$ cat config.mk
export PLATFORM = sky130hd
export DESIGN_NAME = logic8_issue_ctrl
export DESIGN_NICKNAME = d
export VERILOG_FILES = /design/src/rtl/logic8_issue_ctrl.sv
export SDC_FILE = /design/constraint.sdc
export NUM_CORES = 1
export LEC_CHECK = 0
export ABC_AREA = 0
export CELL_PAD_IN_SITES_DETAIL_PLACEMENT = 1
export CELL_PAD_IN_SITES_GLOBAL_PLACEMENT = 1
export CORE_UTILIZATION = 31
export DETAILED_ROUTE_END_ITERATION = 8
export PLACE_DENSITY = 0.83
export REMOVE_ABC_BUFFERS = 1
export SYNTH_ARGS = -nofsm -noshare
export SYNTH_HDL_FRONTEND = slang
export SYNTH_SLANG_ARGS = --single-unit
$ cat constraint.sdc
create_clock -name clk -period 2.15 [get_ports clk]
set_input_delay 0.5375 -clock clk [delete_from_list [all_inputs] [get_ports clk]]
set_output_delay 0.5375 -clock clk [all_outputs]
set_load 0.01 [all_outputs]
$ cat src/rtl/logic8_issue_ctrl.sv
// Issue controller for the 8-bit logic unit: request in, operands out, result + flags back.
// Optional LOGIC8_CHECK_EN adds chk_err, a sticky cross-check of lu_func against a local recompute.
module logic8_issue_ctrl #(
   parameter int WIDTH      = 8,
   parameter int LU_LATENCY = 0
) (
   input  logic             clk,
   input  logic             rst,
   input  logic             req_valid,
   output logic             req_ready,
   input  logic [1:0]       req_op,
   input  logic [WIDTH-1:0] req_a,
   input  logic [WIDTH-1:0] req_b,
   input  logic             req_acc,
   output logic [WIDTH-1:0] lu_op_A,
   output logic [WIDTH-1:0] lu_op_B,
   output logic [1:0]       lu_op_mux,
   input  logic [WIDTH-1:0] lu_func,
   output logic             rsp_valid,
   input  logic             rsp_ready,
   output logic [WIDTH-1:0] rsp_data,
   output logic             rsp_zero,
   output logic             rsp_neg,
   output logic [WIDTH-1:0] acc
`ifdef LOGIC8_CHECK_EN
   ,
   output logic             chk_err
`endif
);

   typedef enum logic [1:0] {IDLE, EXEC, RESP} state_t;

   localparam logic [2:0] LAT_INIT = 3'(LU_LATENCY);

   state_t     state_reg;
   state_t     state_next;
   logic [2:0] cnt_reg;
   logic       accept;
   logic       capture;

   assign accept  = (state_reg == IDLE) && req_valid;
   assign capture = (state_reg == EXEC) && (cnt_reg == 3'd0);

   always_ff @(posedge clk or posedge rst) begin
      if (rst) begin
         state_reg <= IDLE;
      end else begin
         state_reg <= state_next;
      end
   end

   always_comb begin
      state_next = state_reg;
      case (state_reg)
         IDLE:    if (req_valid)         state_next = EXEC;
         EXEC:    if (cnt_reg == 3'd0)   state_next = RESP;
         RESP:    if (rsp_ready)         state_next = IDLE;
         default:                        state_next = IDLE;
      endcase
   end

   always_comb begin
      req_ready = 1'b0;
      rsp_valid = 1'b0;
      case (state_reg)
         IDLE:    req_ready = 1'b1;
         RESP:    rsp_valid = 1'b1;
         default: ;
      endcase
   end

   // Operands stay registered after the response so the unit input never glitches in IDLE.
   always_ff @(posedge clk or posedge rst) begin
      if (rst) begin
         lu_op_A   <= '0;
         lu_op_B   <= '0;
         lu_op_mux <= 2'd0;
         cnt_reg   <= 3'd0;
         rsp_data  <= '0;
         rsp_zero  <= 1'b0;
         rsp_neg   <= 1'b0;
         acc       <= '0;
      end else begin
         if (accept) begin
            lu_op_A   <= req_acc ? acc : req_a;
            lu_op_B   <= req_b;
            lu_op_mux <= req_op;
            cnt_reg   <= LAT_INIT;
         end else if ((state_reg == EXEC) && (cnt_reg != 3'd0)) begin
            cnt_reg <= cnt_reg - 3'd1;
         end
         if (capture) begin
            rsp_data <= lu_func;
            rsp_zero <= (lu_func == '0);
            rsp_neg  <= lu_func[WIDTH-1];
            acc      <= lu_func;
         end
      end
   end

`ifdef LOGIC8_CHECK_EN
   logic [WIDTH-1:0] chk_expect;

   always_comb begin
      chk_expect = '0;
      case (lu_op_mux)
         2'd0:    chk_expect = lu_op_A | lu_op_B;
         2'd1:    chk_expect = lu_op_A & lu_op_B;
         2'd2:    chk_expect = lu_op_A ^ lu_op_B;
         default: chk_expect = ~lu_op_A + WIDTH'(1);
      endcase
   end

   // Sticky until reset so a single bad capture is never lost.
   always_ff @(posedge clk or posedge rst) begin
      if (rst) begin
         chk_err <= 1'b0;
      end else if (capture && (chk_expect != lu_func)) begin
         chk_err <= 1'b1;
      end
   end
`endif

endmodule

==> summary.txt <==
Worst setup path
  • Worst path required time: 1.61 ns
  • Critical path depth in cells: 3
  • Critical path type: register to output pin
  • Setup crit end kind: output pin
  • Max FO, Critical Path: 9
  • CP Launch Type: register
  • Buf/Inv on CP: 2
  • Slowest cell delay on critical path: 0.53 ns
  • Crit path DAT: 1.52 ns
  • Reg2Reg Depth: 5
  • Crit-path cells: nand2b_1 > inv_1 > clkdlybuf4s50_1
  • Slowest stage cell, crit path: clkdlybuf4s50_1
  • Worst path top cell family by delay: buffers and inverters

STA
  • Fin crit share: 0.957
  • RSZ-0062 raised after global routing: no
  • Setup Viol. Count Final: 0
  • Final TNS setup: 0 ns
  • Slew headroom: 0.656
  • Slew Limit Fails: 0
  • Final Hold Viols: 0
  • Fmax achieved: 486 MHz
  • Final min period: 2.06 ns
  • Setup Skew: 0.0102 ns
  • Final hold slack: 0.497 ns
  • Measured slew at the worst slew-check pin: 0.514 ns

Global routing
  • Total track usage: 0.167
  • Vias in the first global route: 1189
  • Global-route wire length before repair: 6.27 mm
  • Initial antenna violation count: 0
  • Largest net degree at the start of global routing: 15
  • Remaining global-route overflow: 0

Synth
  • Sequential-to-total area share from yosys stat: 0.547
  • Yosys top cell by area: dfrtp_1
  • Post-Synth XOR/XNOR Area: 0
  • Synth Area in Adders: 0.0171
  • Post-Synth Simple-Gate Area: 0.0709
  • Number of synthesized register bits: 32
  • Synth top area share: 0.547
  • Post-synthesis cell type count: 22
  • Synth Area in Compound Gates: 0.0709
  • Syn avg cell area: 12.5 um^2
  • Multiplexer share of the synthesized area: 0.203
  • Post-Syn Area: 0.00146 mm^2
  • Post-Synthesis Cells: 117
  • Top cells by area, synth: dfrtp_1 (55%), mux2_2 (11%), mux2i_1 (5.5%)
  • Yosys synthesis warning count: 0
  • Largest family of logic cells by synthesized area: multiplexers

Final layout
  • Layout cell share with drive strength beyond 1: 0.180
  • Filler-free cell count of the finished design: 235
  • Nets: 215
  • Post-route cell area: 0.00222 mm^2
  • Final core occ: 0.499
  • Biggest regs: lu_op_A x8, lu_op_B x8, acc x7
  • Diode count: 0
  • Area Overhead vs Synth: 51.6%

Routing
  • Drt pass-1 iters: 5
  • DR DRC count: 4
  • Avg WL per Cell: 16.2 um
  • First DRT Iteration DRCs: 29
  • Final ANT Viol Nets: 0
  • Final WL: 3.81 mm
  • Via Count: 1128
  • Via/cell ratio: 4.80

Hold path
  • Min-Delay Path Class: register to register
  • Hold Crit Depth: 2

Die
  • Die ar.: 0.00500 mm^2
  • Chip width: 70.7 um
  • Initial Util: 0.329
  • Ports: 69
  • Die Y: 70.7 um
  • Row cnt: 24
  • Core area: 0.00444 mm^2

CTS
  • Clk sink count: 32
  • CTS tree: done
  • Root Driver: clkbuf_8
  • CTS H-tree depth: 2
  • Clock Path Buffers: 2
  • Clock-pin slew on the worst setup and hold paths: 0.06 ns
  • Hold-fix buffers, CTS: 0
  • Clock Latency Late Sink: 0.29 ns
  • TritonCTS Buffers: 5
  • Post-CTS Setup Bufs: 0
  • Post_cts resized: 0

Run
  • Max_cap viols: 0

Place
  • Placer Congestion: 0.778
  • Inst Count DP: 227
  • Port bufs: 68
  • DP HPWL: 3.01 mm
  • Placed instance area: 0.00213 mm^2

Power
  • Leakage: 0.939 nW
  • PwrDens: 1390 mW/mm^2
  • Maximum vdd drop: 0.595 mV

Status
  • Outcome: complete, but fails checks
  • Failing checks: design-rule violations
==> placed cells by master (no fill, tap or decap), drive strengths merged, types with 2 or more instances in the layout <==
cell type	n
clkbuf	6
inv	5
nand2	5
nor2	9
a22o	3
o21ai	5
mux2i	8
clkinv	2
a21oi	9
ha	2
nor4	2
clkdlybuf4s50	68
mux2	18
dfrtp	32
buf	4
==> worst register-to-register path, delay by kind of cell (launching register included) <==
kind,cells,cell delay (ns)
muxes,1,0.43
adders and majority gates,2,0.42
DFF,1,0.41
and+or+nand+nor,1,0.41
buffers and inverters,1,0.07
==> path summary, 6_finish.rpt <==
kind	from	endpoint	slack, ns
min in group asynchronous	rst	rsp_neg$_DFFE_PP0P_	0.53
max	state_reg[0]$_DFFE_PP0P_	rsp_valid	0.09
min	rsp_zero$_DFFE_PP0P_	rsp_zero$_DFFE_PP0P_	0.50
min reg2reg	rsp_zero$_DFFE_PP0P_	rsp_zero$_DFFE_PP0P_	0.50
max in group asynchronous	rst	state_reg[0]$_DFFE_PP0P_	1.09
max reg2reg	cnt_reg[0]$_DFFE_PP0P_	acc[4]$_DFFE_PP0P_	0.31
==> per-stage QoR <==
stage / setup WS (ns) / total power, mW
6_report: 0.0922 / 3.08
2_1_floorplan: 0.389 / 1.69
5_1_grt: 0.0264 / 3.26
4_1_cts: 0.0242 / 3.12
3_5_place_dp: 0.201 / 2.63
3_3_place_gp: 0.251 / 2.56
==> kinds of logic (layout without fill, tap and decap cells) <==
family / after synthesis / in the layout
AO/OA/AOI/OAI: 18 / 18
adder cells (fa/ha/maj): 2 / 2
buffers and inverters: 19 / 85
flip-flops: 32 / 32
multiplexers: 26 / 26
AND/OR/NAND/NOR: 20 / 20
==> report_power, final <==
part | switching (mW) | internal [mW]
Combinational | 0.570 | 0.936
Clock | 0.217 | 0.255
Sequential | 0.226 | 0.872
Total | 1.01 | 2.06
==> cell usage after synthesis <==
cell	instances
mux2_4	4
nor2_1	9
nand3b_1	1
o21ai_0	5
a22o_1	3
mux2_2	14
buf_2	1
nand2_1	5
or2_2	1
a21oi_1	9
buf_1	1
ha_1	2
mux2i_1	8
o21bai_1	1
buf_8	1
nor3b_4	1
buf_6	2
inv_1	5
nand2b_1	1
dfrtp_1	32
buf_4	9
nor4_1	2
==> final cells by class <==
class	count	area, um^2
Inverter	5	18.8
Sequential cell	32	802
Timing Repair Buffer	72	711
Clock inverter	2	10.0
Fill cell	478	2220
Tap cell	52	65.1
Multi-Input combinational cell	66	531
Clock buffer	6	82.6
==> layer usage <==
metal | share of wire | routed length (um) | vias to the layer above | global-route usage
met5 | 0 | 0 | - | 0
met4 | 0.019 | 72 | 0 | 0.0667
met3 | 0.050 | 189 | 10 | 0.0442
met2 | 0.54 | 2060 | 35 | 0.291
met1 | 0.39 | 1480 | 560 | 0.198
li1 | - | - | 523 | -
Power figures use the tool's default switching activity.
